File: config.mk
export PLATFORM = sky130hd
export DESIGN_NAME = piso_frame_tx
export DESIGN_NICKNAME = d
export VERILOG_FILES = /design/src/rtl/piso_frame_tx_pkg.sv /design/src/rtl/piso_frame_tx_bit_timer.sv /design/src/rtl/piso_frame_tx.sv
export SDC_FILE = /design/constraint.sdc
export NUM_CORES = 1
export LEC_CHECK = 0
export CAP_MARGIN = 40
export CORE_MARGIN = 2
export CORE_UTILIZATION = 52
export CTS_CLUSTER_SIZE = 16
export DETAILED_ROUTE_END_ITERATION = 10
export PLACE_DENSITY = 0.77
export SETUP_SLACK_MARGIN = 0.3
export SLEW_MARGIN = 20
export SYNTH_ARGS = -nofsm -noshare
export SYNTH_HDL_FRONTEND = slang
export SYNTH_SLANG_ARGS = --single-unit
File: constraint.sdc
create_clock -name clk -period 2.3 [get_ports clk]
set_input_delay 0.69 -clock clk [delete_from_list [all_inputs] [get_ports clk]]
set_output_delay 0.69 -clock clk [all_outputs]
set_load 0.1 [all_outputs]
File: src/rtl/piso_frame_tx_pkg.sv
// Shared encodings for the framed serial transmit path and its matching deserialiser.
package piso_frame_tx_pkg;

   typedef enum logic [1:0] {
      ST_IDLE  = 2'd0,
      ST_START = 2'd1,
      ST_DATA  = 2'd2,
      ST_STOP  = 2'd3
   } state_e;

   localparam logic LINE_IDLE = 1'b1;
   localparam logic START_BIT = 1'b0;

endpackage : piso_frame_tx_pkg

File: src/rtl/piso_frame_tx_bit_timer.sv
// Bit-period timer: counts BIT_CYCLES clocks per serial bit and flags the last cycle of each bit.
module piso_frame_tx_bit_timer #(
   parameter int unsigned BIT_CYCLES = 4
) (
   input  logic clk,
   input  logic rst,
   input  logic clear,
   output logic bit_end
);

   localparam int unsigned CW = $clog2(BIT_CYCLES) + 1;
   localparam logic [CW-1:0] LAST = CW'(BIT_CYCLES - 1);

   logic [CW-1:0] r_cnt;

   always_ff @(posedge clk) begin
      if (!rst) begin
         r_cnt <= '0;
      end else if (clear || (r_cnt == LAST)) begin
         r_cnt <= '0;
      end else begin
         r_cnt <= r_cnt + CW'(1);
      end
   end

   // clear holds the timer idle so no stray bit_end escapes outside a frame
   assign bit_end = (r_cnt == LAST) && !clear;

endmodule : piso_frame_tx_bit_timer

File: src/rtl/piso_frame_tx.sv
// Parallel-load serialiser: sends start bit, WIDTH data bits, stop bit on a line that idles high.
module piso_frame_tx
   import piso_frame_tx_pkg::*;
#(
   parameter int unsigned WIDTH      = 8,
   parameter int unsigned BIT_CYCLES = 4,
   parameter int unsigned MSB_FIRST  = 1
) (
   input  logic             clk,
   input  logic             rst,
   input  logic [WIDTH-1:0] d,
   input  logic             load_valid,
   output logic             load_ready,
   input  logic             abort,
   output logic             tx,
   output logic             busy,
   output logic             done
);

   localparam int unsigned BW = (WIDTH > 1) ? $clog2(WIDTH) : 1;
   localparam logic [BW-1:0] LAST_BIT = BW'(WIDTH - 1);

   state_e           r_state, w_state_nx;
   logic             r_tx, w_tx_nx;
   logic             r_busy, w_busy_nx;
   logic             r_done, w_done_nx;
   logic             r_ready, w_ready_nx;
   logic [WIDTH-1:0] r_shift, w_shift_nx, w_shifted;
   logic [BW-1:0]    r_bitcnt, w_bitcnt_nx;
   logic             w_bit_end;
   logic             w_timer_clear;

   function automatic logic head_bit(input logic [WIDTH-1:0] s);
      return (MSB_FIRST != 0) ? s[WIDTH-1] : s[0];
   endfunction

   function automatic logic [WIDTH-1:0] shift_once(input logic [WIDTH-1:0] s);
      return (MSB_FIRST != 0) ? (s << 1) : (s >> 1);
   endfunction

   assign w_timer_clear = (r_state == ST_IDLE) || abort;

   piso_frame_tx_bit_timer #(
      .BIT_CYCLES (BIT_CYCLES)
   ) u_bit_timer (
      .clk     (clk),
      .rst     (rst),
      .clear   (w_timer_clear),
      .bit_end (w_bit_end)
   );

   always_ff @(posedge clk) begin
      if (!rst) begin
         r_state  <= ST_IDLE;
         r_tx     <= LINE_IDLE;
         r_busy   <= 1'b0;
         r_done   <= 1'b0;
         r_ready  <= 1'b1;
         r_shift  <= '0;
         r_bitcnt <= '0;
      end else begin
         r_state  <= w_state_nx;
         r_tx     <= w_tx_nx;
         r_busy   <= w_busy_nx;
         r_done   <= w_done_nx;
         r_ready  <= w_ready_nx;
         r_shift  <= w_shift_nx;
         r_bitcnt <= w_bitcnt_nx;
      end
   end

   always_comb begin
      w_state_nx  = r_state;
      w_tx_nx     = r_tx;
      w_busy_nx   = r_busy;
      w_done_nx   = 1'b0;
      w_shift_nx  = r_shift;
      w_bitcnt_nx = r_bitcnt;
      w_shifted   = shift_once(r_shift);

      if (abort && (r_state != ST_IDLE)) begin
         w_state_nx  = ST_IDLE;
         w_tx_nx     = LINE_IDLE;
         w_busy_nx   = 1'b0;
         w_bitcnt_nx = '0;
      end else begin
         unique case (r_state)
            ST_IDLE: begin
               w_tx_nx = LINE_IDLE;
               // abort in the same cycle blocks the load even though it is otherwise a no-op here
               if (load_valid && !abort) begin
                  w_shift_nx  = d;
                  w_state_nx  = ST_START;
                  w_tx_nx     = START_BIT;
                  w_busy_nx   = 1'b1;
                  w_bitcnt_nx = '0;
               end
            end
            ST_START: begin
               if (w_bit_end) begin
                  w_state_nx = ST_DATA;
                  w_tx_nx    = head_bit(r_shift);
               end
            end
            ST_DATA: begin
               if (w_bit_end) begin
                  if (r_bitcnt == LAST_BIT) begin
                     w_state_nx = ST_STOP;
                     w_tx_nx    = LINE_IDLE;
                  end else begin
                     w_shift_nx  = w_shifted;
                     w_bitcnt_nx = r_bitcnt + BW'(1);
                     w_tx_nx     = head_bit(w_shifted);
                  end
               end
            end
            ST_STOP: begin
               if (w_bit_end) begin
                  w_state_nx = ST_IDLE;
                  w_busy_nx  = 1'b0;
                  w_done_nx  = 1'b1;
               end
            end
            default: begin
               w_state_nx = ST_IDLE;
            end
         endcase
      end

      w_ready_nx = (w_state_nx == ST_IDLE);
   end

   assign load_ready = r_ready;
   assign tx         = r_tx;
   assign busy       = r_busy;
   assign done       = r_done;

endmodule : piso_frame_tx

==> flow_summary.toml <==
[setup_path]
endpoint_kind = "register"
r2r-end = "r_shift[1]"
critPathMaxFanout = 6
cp.required_ps = 2550
startpoint_type = "input port"
rrSetupSlack_ps = 460
timing.rr.start = "r_state[0]"
crit_arrival_ps = 2170
crit_type = "in2reg"
rr_worst_depth = 8

[yosys]
seq_area_frac_synth_pct = 38.1
async_reset_ff_share_pct = 0
synth_edf_count = 0
synth_cell_types = 35
syn_area_sq_um = 1050
synth.net_count = 126
synth_area_leaders = "dfxtp_1 (38%), ha_1 (11%), mux2i_1 (7.6%)"
ys_ff_latch = 20
synth_flop_cell = "dfxtp_1"
synth_top_area_share_pct = 38.1
yosys_warnings = 0
avgSynthCellArea_sq_um = 10.0
yosysTopAreaCell = "dfxtp_1"
postSynthCellCount = 105

[clock_tree]
clkSlewWorstSetupHoldPaths_ps = 100
clock_latency_ps = 300
clockRootBuffer = "clkbuf_4"
cts-resized-gates = 0
cts_tree = "yes"
numCtsBuffers = 3
clockBufferDepth = 2
htreeDepth = 1
post_cts_buffers = 0
ctsHoldBuffers = 0
numClockSinks = 20

[sta]
drv_slew = 0
relSlewSlack_pct = 74.2
tightest_slew_ps = 387
setup_viol = 0
fin_crit_sh_pct = 83.4
hold_viol_final = 0
rsz0062_at_grt = "false"
fin_skew_ps = 4.48
finalSetupTns_ps = 0
max_freq_mhz = 521
fin_crit_ps = 1920

[drt]
via_count = 834
drtPass1Iterations = 5
wl_um = 2080
ant_nets = 0
wl_per_cell_um = 13.8
viasPerCell = 5.52
drt_iter0_drc = 13
drc = 0

[cells_and_area]
fin_nets = 146
layout_common_cells = "dfxtp_1 (20), nand2_1 (12), clkdlybuf4s50_1 (11), mux2i_1 (8), buf_4 (8)"
final_common_cell = "dfxtp_1"
seqCellArea_sq_um = 400
antennaDiodeCount = 0
multi_input_area_sq_um = 602
layout-drive-gt1-share_pct = 18.5
n_fill_cell = 169
area_growth_pct = 20.4
finalInstanceArea_sq_um = 1260

[grt]
grt_pass1_wl_um = 3530
grt_antenna_before_repair = 0
grt_pass1_vias = 790
grt_usage_pct = 19.3
grt_max_degree = 16
grt_overflow = 0

[placed_design]
place_area_sq_um = 1220
post-dp-hpwl_um = 1580
place_congestion = 0.883
portBuffers = 15

[min_path]
hold_path_class = "reg2reg"
hold_depth = 1
min_to = "u_bit_timer.r_cnt[0]"
hold_path_startpoint = "u_bit_timer.r_cnt[0]"

[run]
maxCapViolations = 0

[floorplan]
core_sq_um = 1940
ioPinCount = 16
initial_core_util_pct = 54.1
die_area_sq_um = 2400
die-height_um = 49.0
rows = 16
die_x_um = 49.0

[power]
leakage_nw = 0.565
irDropWorstVdd_mv = 0.487
power.density_nw_per_um2 = 562

[run_status]
status = "completed"
-- metal layers --
| layer | up-vias | global-route usage (%) | share of wire (%) |
|---|---|---|---|
| met5 | - | 0 | 0 |
| li1 | 417 | - | - |
| met2 | 18 | 34.2 | 51 |
| met3 | 4 | 3.68 | 3.3 |
| met1 | 395 | 22.5 | 44 |
| met4 | 0 | 8.57 | 1.4 |
-- where the power goes --
part	internal, mW	switching [mW]	leakage (nW)
Combinational	0.0548	0.0824	0.381
Clock	0.0966	0.104	0.0210
Sequential	0.363	0.0104	0.163
-- cell usage after synthesis, types with 2 or more instances --
| cell | count |
|---|---|
| nand2_1 | 12 |
| o211a_1 | 7 |
| nor3_1 | 4 |
| ha_1 | 9 |
| inv_1 | 6 |
| nand2b_1 | 2 |
| a2111oi_2 | 2 |
| buf_4 | 2 |
| nor2_2 | 2 |
| a22o_1 | 2 |
| nor2_1 | 6 |
| a21oi_1 | 2 |
| dfxtp_1 | 20 |
| mux2i_1 | 8 |
-- final cells by class --
type	count	share of cell area, %
multi-input cells	75	47.6
flip-flops and latches	20	31.7
repair buffers	19	13.5
clock buffers	4	2.87
well taps	27	2.67
inverters	6	1.78
-- worst max path at each step --
| stage | start | endpoint | slack [ps] |
|---|---|---|---|
| 3_3_place_gp | abort | load_ready | 100 |
| 5_1_grt | r_state[0] | r_shift[7] | 320 |
| 6_report | abort | tx | 380 |
| 4_1_cts | r_state[0] | r_shift[3] | 380 |
| 2_1_floorplan | busy | busy | 670 |
| 3_5_place_dp | abort | r_bitcnt[0] | 100 |
-- metrics by stage --
stage | hold slack [ps] | utilization [%] | setup slack, ps | cells | power [mW]
after floorplan | 399 | - | 669 | 105 | 0.475
after global placement | 407 | 63.0 | 104 | 147 | 0.515
after detailed placement | 416 | 63.0 | 97.8 | 147 | 0.517
after CTS | 433 | 64.9 | 380 | 151 | 0.720
after global routing | 459 | 65.1 | 319 | 151 | 0.751
final | 428 | 65.1 | 381 | 151 | 0.710
-- state kept, by name (all words and copies together) (netlist names) --
signal and count:
busy 1, r_shift 8, tx 1, load_ready 1
r_state 2, r_bitcnt 3, u_bit_timer.r_cnt 3, done 1
-- critical path, cell delays in order --
cell,delay [ps]
clkdlybuf4s50_1,550
nor3b_2,300
o21bai_1,150
a311oi_1,330
a211o_1,150
-- cells by family after synthesis --
kind of cell,synth area share (%)
fa+ha+maj,10.7
mux,8.69
flops,38.1
compound gates,19.9
simple gates,17.5
buf+inv,5.12
(Power assumes the default switching activity.)
